File: src/rtl/keypad_pkg.sv
`default_nettype none
// ============================================================================
// Module   : keypad_pkg
// Brief    : Shared types, constants and helpers for the 3x3 keypad scanner.
// Revision : 1.0 - initial release
// ============================================================================
package keypad_pkg;

    // Scanner state machine states
    typedef enum logic [1:0] {
        SCAN     = 2'd0,
        DEBOUNCE = 2'd1,
        PRESSED  = 2'd2,
        RELEASE  = 2'd3
    } keypad_state_e;

    localparam logic [3:0] KEY_NONE = 4'd0;
    localparam int         NUM_ROWS = 3;
    localparam int         NUM_COLS = 3;

    // Key code for a zero-based (row, col): row*3 + col + 1, giving 1..9
    function automatic logic [3:0] keyCode(input logic [1:0] row, input logic [1:0] col);
        return ({2'b00, row} * 4'd3) + {2'b00, col} + 4'd1;
    endfunction

    // Active-low one-hot row drive pattern for a zero-based row
    function automatic logic [NUM_ROWS-1:0] rowDrive(input logic [1:0] row);
        return ~(3'b001 << row);
    endfunction

endpackage
`default_nettype wire

File: src/rtl/keypad_sync.sv
`default_nettype none
// ============================================================================
// Module   : keypad_sync
// Brief    : Two-flop synchronizer for the asynchronous keypad column inputs.
//            Data flops carry no reset; they flush within two clocks.
// Revision : 1.0 - initial release
// ============================================================================
module keypad_sync #(
    parameter int WIDTH = 3
) (
    input  logic             hwclk,
    input  logic [WIDTH-1:0] i_async,
    output logic [WIDTH-1:0] o_sync
);

    logic [WIDTH-1:0] r_meta;
    logic [WIDTH-1:0] r_sync;

    // Two-stage capture of the asynchronous columns
    always_ff @(posedge hwclk) begin
        r_meta <= i_async;
        r_sync <= r_meta;
    end

    assign o_sync = r_sync;

endmodule
`default_nettype wire

File: src/rtl/keypad_scanner.sv
`default_nettype none
// ============================================================================
// Module   : keypad_scanner
// Brief    : Scans a 3x3 active-low matrix keypad, debounces the press and
//            release, and reports one clean key event per physical press
//            (button code, held state and a single-cycle strobe).
//            Optional macro KEYPAD_MULTI_REJECT_EN: when defined, a row with
//            two or more low columns is treated as no key; otherwise the
//            lowest-numbered low column wins.
// Revision : 1.0 - initial release
// ============================================================================
module keypad_scanner
    import keypad_pkg::*;
#(
    parameter int SCAN_CYCLES     = 1200,
    parameter int DEBOUNCE_CYCLES = 240000
) (
    input  logic       hwclk,
    input  logic       resetN,
    output logic       keypad_r1,
    output logic       keypad_r2,
    output logic       keypad_r3,
    input  logic       keypad_c1,
    input  logic       keypad_c2,
    input  logic       keypad_c3,
    output logic [3:0] button,
    output logic       bstate,
    output logic       key_strobe
);

    localparam int c_SLOT_W = $clog2(SCAN_CYCLES);
    localparam int c_CNT_W  = $clog2(DEBOUNCE_CYCLES + 1);

    localparam logic [c_SLOT_W-1:0] c_SLOT_LAST = c_SLOT_W'(SCAN_CYCLES - 1);
    localparam logic [c_SLOT_W-1:0] c_SLOT_ONE  = c_SLOT_W'(1);
    localparam logic [c_CNT_W-1:0]  c_DEB_LAST  = c_CNT_W'(DEBOUNCE_CYCLES - 1);
    localparam logic [c_CNT_W-1:0]  c_DEB_MAX   = c_CNT_W'(DEBOUNCE_CYCLES);
    localparam logic [c_CNT_W-1:0]  c_CNT_ONE   = c_CNT_W'(1);

    localparam logic [1:0] c_ST_SCAN     = SCAN;
    localparam logic [1:0] c_ST_DEBOUNCE = DEBOUNCE;
    localparam logic [1:0] c_ST_PRESSED  = PRESSED;
    localparam logic [1:0] c_ST_RELEASE  = RELEASE;

    logic [NUM_COLS-1:0] w_colsAsync;
    logic [NUM_COLS-1:0] w_cols;          // synchronized, active-low

    logic [1:0]          r_state;
    logic [1:0]          r_row;
    logic [NUM_ROWS-1:0] r_rows;          // 111 only straight after reset
    logic [c_SLOT_W-1:0] r_slotCnt;
    logic [c_CNT_W-1:0]  r_cnt;
    logic [1:0]          r_candCol;
    logic [NUM_COLS-1:0] r_candPat;
    logic [3:0]          r_button;
    logic                r_bstate;
    logic                r_strobe;

    logic [1:0]          w_rowNext;
    logic [c_CNT_W-1:0]  w_cntInc;
    logic                w_anyLow;
    logic                w_hit;
    logic [1:0]          w_hitCol;
    logic                w_candHigh;

    assign w_colsAsync = {keypad_c3, keypad_c2, keypad_c1};

    keypad_sync #(
        .WIDTH (NUM_COLS)
    ) u_sync (
        .hwclk   (hwclk),
        .i_async (w_colsAsync),
        .o_sync  (w_cols)
    );

    assign w_rowNext  = (r_row == 2'd2) ? 2'd0 : r_row + 2'd1;
    assign w_cntInc   = (r_cnt == c_DEB_MAX) ? r_cnt : r_cnt + c_CNT_ONE;
    assign w_anyLow   = ~&w_cols;
    assign w_candHigh = w_cols[r_candCol];

`ifdef KEYPAD_MULTI_REJECT_EN
    assign w_hit = w_anyLow && ($countones(~w_cols) == 1);
`else
    assign w_hit = w_anyLow;
`endif

    // Lowest-numbered low column wins (c1 over c2 over c3)
    always_comb begin
        w_hitCol = 2'd0;
        for (int i = NUM_COLS - 1; i >= 0; i--) begin
            if (!w_cols[i]) begin
                w_hitCol = 2'(i);
            end
        end
    end

    // Scan / debounce / press / release sequencing and registered outputs
    always_ff @(posedge hwclk) begin
        if (!resetN) begin
            r_state   <= c_ST_SCAN;
            r_row     <= 2'd0;
            r_rows    <= '1;
            r_slotCnt <= '0;
            r_cnt     <= '0;
            r_candCol <= 2'd0;
            r_candPat <= '1;
            r_button  <= KEY_NONE;
            r_bstate  <= 1'b0;
            r_strobe  <= 1'b0;
        end else begin
            r_strobe <= 1'b0;
            case (r_state)
                c_ST_SCAN: begin
                    if (r_rows == '1) begin
                        // First clock out of reset: start driving row 0
                        r_rows    <= rowDrive(r_row);
                        r_slotCnt <= '0;
                    end else if (r_slotCnt == c_SLOT_LAST) begin
                        r_slotCnt <= '0;
                        if (w_hit) begin
                            r_state   <= c_ST_DEBOUNCE;
                            r_candCol <= w_hitCol;
                            r_candPat <= w_cols;
                            r_cnt     <= '0;
                        end else begin
                            r_row  <= w_rowNext;
                            r_rows <= rowDrive(w_rowNext);
                        end
                    end else begin
                        r_slotCnt <= r_slotCnt + c_SLOT_ONE;
                    end
                end
                c_ST_DEBOUNCE: begin
                    if (w_cols != r_candPat) begin
                        // Pattern changed: give up and move on to the next row
                        r_state   <= c_ST_SCAN;
                        r_cnt     <= '0;
                        r_slotCnt <= '0;
                        r_row     <= w_rowNext;
                        r_rows    <= rowDrive(w_rowNext);
                    end else if (r_cnt == c_DEB_LAST) begin
                        r_state  <= c_ST_PRESSED;
                        r_cnt    <= '0;
                        r_button <= keyCode(r_row, r_candCol);
                        r_bstate <= 1'b1;
                        r_strobe <= 1'b1;
                    end else begin
                        r_cnt <= w_cntInc;
                    end
                end
                c_ST_PRESSED: begin
                    if (w_candHigh) begin
                        r_state <= c_ST_RELEASE;
                        r_cnt   <= '0;
                    end
                end
                c_ST_RELEASE: begin
                    if (!w_candHigh) begin
                        r_state <= c_ST_PRESSED;
                        r_cnt   <= '0;
                    end else if (r_cnt == c_DEB_LAST) begin
                        r_state   <= c_ST_SCAN;
                        r_cnt     <= '0;
                        r_bstate  <= 1'b0;
                        r_row     <= 2'd0;
                        r_rows    <= rowDrive(2'd0);
                        r_slotCnt <= '0;
                    end else begin
                        r_cnt <= w_cntInc;
                    end
                end
                default: begin
                    r_state <= c_ST_SCAN;
                end
            endcase
        end
    end

    assign keypad_r1  = r_rows[0];
    assign keypad_r2  = r_rows[1];
    assign keypad_r3  = r_rows[2];
    assign button     = r_button;
    assign bstate     = r_bstate;
    assign key_strobe = r_strobe;

endmodule
`default_nettype wire

File: config.mk
export PLATFORM = sky130hd
export DESIGN_NAME = keypad_scanner
export DESIGN_NICKNAME = d
export VERILOG_FILES = /design/src/rtl/keypad_pkg.sv /design/src/rtl/keypad_sync.sv /design/src/rtl/keypad_scanner.sv
export SDC_FILE = /design/constraint.sdc
export NUM_CORES = 1
export LEC_CHECK = 0
export ABC_AREA = 0
export BUFFER_PORTS_ARGS = -buffer_cell sky130_fd_sc_hd__buf_2
export CAP_MARGIN = 25
export CORE_MARGIN = 2
export CORE_UTILIZATION = 60
export DETAILED_ROUTE_END_ITERATION = 10
export GPL_ROUTABILITY_DRIVEN = 0
export HOLD_SLACK_MARGIN = 0.06
export MAX_ROUTING_LAYER = met4
export PLACE_DENSITY_LB_ADDON = 0.2
export SLEW_MARGIN = 30
export SYNTH_ARGS = -nofsm -noshare
export SYNTH_HDL_FRONTEND = slang
export SYNTH_SLANG_ARGS = --single-unit
File: constraint.sdc
create_clock -name hwclk -period 2.9 [get_ports hwclk]
set_input_delay 0.29 -clock hwclk [delete_from_list [all_inputs] [get_ports hwclk]]
set_output_delay 0.29 -clock hwclk [all_outputs]
set_load 0.01 [all_outputs]
==> metrics.md <==
| Metric | Value |
|---|---|
| Status | `finished clean` |
| Grt ovf | `0` |
| Post-route ant nets | `0` |
| Clock slew at reported path FFs | `0.09 ns` |
| Die Y-Extent | `74.7 um` |
| Pint | `0.00110 W` |
| Top_reg_cell synth | `dfxtp_1` |
| Clock Sinks | `53` |
| Yosys top cell area share | `35.4%` |
| Met1 Use GR | `32.2%` |
| Fmax | `418 MHz` |
| Initial antenna violation count | `0` |
| Pins Over Slew Limit | `0` |
| GR Util met3 | `between 3 and 4%` |
| Fin crit share | `82.5%` |
| Initial DRT Pass Iterations | `4` |
| IO Pins | `14` |
| Global-route wire length before repair | `11000 um` |
| WL per Instance | `15.5 um` |
| Filler cells | `397` |
| DP HPWL | `approximately 4500 um` |
| Mapped Nets | `roughly 360` |
| Bufs on Longest Clock Path | `2` |
| Library cells used by synthesis | `62` |
| Worst EP arrival | `2.61 ns` |
| Unrepaired setup endpoints after global routing | `no` |
| Area delta synth->final | `5.76%` |
| Seq/Total Area, Yosys | `35.4%` |
| Slowest cell on crit path | `or3_1` |
| Switch Pwr | `0.000509 W` |
| Std cell rows | `25` |
| EDFF count, synth | `0` |
| Worst-path fanout max | `19` |
| Max-slew headroom | `36.2%` |
| Synthesized instance count | `346` |
| CTS buffer count | `5` |
| Worst min path class | `input pin to register` |
| Crit start category | `register` |
| Worst path cell trace | `and4_1 > nand3_1 > or3_1 > and3_1 > a22o_1` |
| Leakage | `1.20 nW` |
| VDD IR-drop max | `0.464 mV` |
| Final Hold Vio Count | `0` |
| Highest cell delay on the worst timing path | `0.65 ns` |
| Delay-heaviest family, CP | `simple AND/OR/NAND/NOR gates` |
| Global route hottest layer | `met2` |
| Pwr dens | `507 nW/um^2` |
| CTS Root Cell | `clkbuf_8` |
| CTS tree | `done` |
| Skew-Pair Late Insertion Delay | `0.31 ns` |
| Footprint of the multi-input gates | `1780 sq um` |
| Gate power share | `23.8%` |
| Diode count | `0` |
| Clock power frac | `approximately 27%` |
| Via Count | `2610` |
| Setup bufs post-CTS | `0` |
| Synthesized area | `3000 sq um` |
| Hold_buf cts | `0` |
| Top cell type by total area after synthesis | `dfxtp_1` |
| Die extent in x | `74.7 um` |
| Final-stage net count | `369` |
| Critical path class | `register to register` |
| Avg Cell Area, Syn | `between 8 and 9 sq um` |
| Core outline area | `4790 sq um` |
| M2 GR Usage | `42.4%` |
| Syn. warnings | `0` |
| Vias in the first global route | `2468` |
| DRC viols | `0` |
| Worst-margin pin slew | `0.957 ns` |
| Final TNS setup | `0 ns` |
| Synth area leaders | `dfxtp_1 (35%), ha_1 (4.6%), nand2_1 (4.5%)` |
| Async SR Flop Fraction | `0%` |
| Post-synthesis sequential element count | `53` |
| Max cap viols | `0` |
| Via/cell ratio | `6.24` |
| CTS resizes | `0` |
| H-tree Lvls | `2` |
| Layout cells sized above 1 | `between 10 and 15%` |
| I/O Buffers | `13` |
| Initial core utilization | `62.6%` |
| Flop pwr share | `49.3%` |
| Final wirelength | `6480 um` |
| WP data required | `around 3.1 ns` |
| Final setup vio count | `0` |
| Switching share of power | `31.7%` |
| Register area | `1060 sq um` |
| GRT Resource Usage Total | `26.0%` |
| Max Clock Skew | `0.00741 ns` |
| Buf+Inv Stages, Crit Path | `0` |
| 1st-iter DRT viols | `137` |
| Fin crit period | `between 2 and 2.5 ns` |
| Design Power | `~0.0016 W` |
| Pin count of the biggest net entering global routing | `32` |
| Worst Setup End Kind | `register` |
| Die Footprint | `5580 sq um` |
[layout make-up]
class,count,area share [%]
Timing Repair Buffer,18,3.24
Tap cell,67,2.64
Inverter,13,1.54
Multi-Input combinational cell,260,56.3
Sequential cell,53,33.5
Clock inverter,1,0.237
Clock buffer,6,2.60
[sequential cells by signal (all words and copies together) (netlist names), 3 cells and up]
name / flops
button: 4
r_rows: 3
r_candPat: 3
r_cnt: 18
u_sync.r_meta: 3
u_sync.o_sync: 3
r_slotCnt: 11
[power by group through the flow]
| stage | registers [W] | clock network (W) | logic [W] |
|---|---|---|---|
| after global routing | 0.000799 | 0.000461 | 0.000428 |
| after CTS | 0.000793 | 0.000444 | 0.000380 |
| after global placement | 0.000807 | 0 | 0.000374 |
| final | 0.000793 | 0.000432 | 0.000382 |
| after detailed placement | 0.000810 | 0 | 0.000377 |
| after floorplan | 0.000811 | 0 | 0.000275 |
[through the flow]
step                util, %  area (sq um)  setup WS (ns)  hold WS (ns)  cells
floorplan                 -          3000          0.854         0.310    346
global placement       64.4          3080          0.568         0.311    411
detailed placement     64.4          3080          0.552         0.315    411
CTS                    66.2          3170          0.530        0.0695    418
global route           66.2          3170          0.331        0.0698    418
finish                 66.2          3170          0.507        0.0734    418
[cells in the mapped netlist, drive strengths merged (9+ instances only)]
cell type	number
nand2	36
nand4	17
ha	11
mux2i	9
inv	13
clkbuf	9
nand3	14
buf	11
o21ai	14
dfxtp	53
and3	11
nor3	11
a21oi	14
nor2	19
[worst reg2reg max path, delay by kind of cell (launching register included)]
| kind | cells | cell delay [ns] |
|---|---|---|
| and+or+nand+nor | 4 | 1.63 |
| DFF | 1 | 0.45 |
| AOI/OAI and AO/OA | 1 | 0.22 |
[routing by layer]
metal / up-vias / share of wire, %
li1: 1306 / -
met1: 1228 / 47
met2: 61 / 47
met3: 15 / 3.7
met4: 0 / 2.3
met5: - / 0
[worst paths after layout]
path / startpoint / cells after the start / slack [ns] / to
min: keypad_c1 / 1 / 0.07 / u_sync.r_meta[0]
min reg2reg: u_sync.r_meta[2] / 0 / 0.33 / u_sync.o_sync[2]
max reg2reg: r_cnt[3] / 5 / 0.51 / r_cnt[17]
max: r_cnt[3] / 5 / 0.51 / r_cnt[17]
[placed cells by master (no fill, tap or decap), types with 4 or more instances in the layout]
cell / n
nand4_1: 17
o31ai_1: 4
buf_4: 5
buf_2: 13
clkbuf_8: 6
mux2i_1: 9
inv_1: 13
nor2_1: 19
or4_1: 4
and3_1: 10
a31oi_1: 7
o22ai_1: 5
xor2_1: 6
a311oi_1: 4
a21oi_1: 13
o21ai_0: 14
ha_1: 11
or3_1: 5
nand2_1: 36
o211ai_1: 6
nand3_1: 14
dfxtp_1: 53
nor3_1: 10
a22o_1: 4
nand2b_1: 6
[cell families (layout without fill, tap and decap cells)]
family / Yosys count / in the layout / synth area share, %
and+or+nand+nor: 144 / 144 / 27.2
DFF: 53 / 53 / 35.4
muxes: 10 / 10 / 3.38
AOI/OAI and AO/OA: 84 / 84 / 20.4
buffers and inverters: 33 / 38 / 5.09
xor gates and xnor gates: 9 / 9 / 2.63
adders and majority gates: 13 / 13 / 5.93
(Power assumes the default switching activity.)
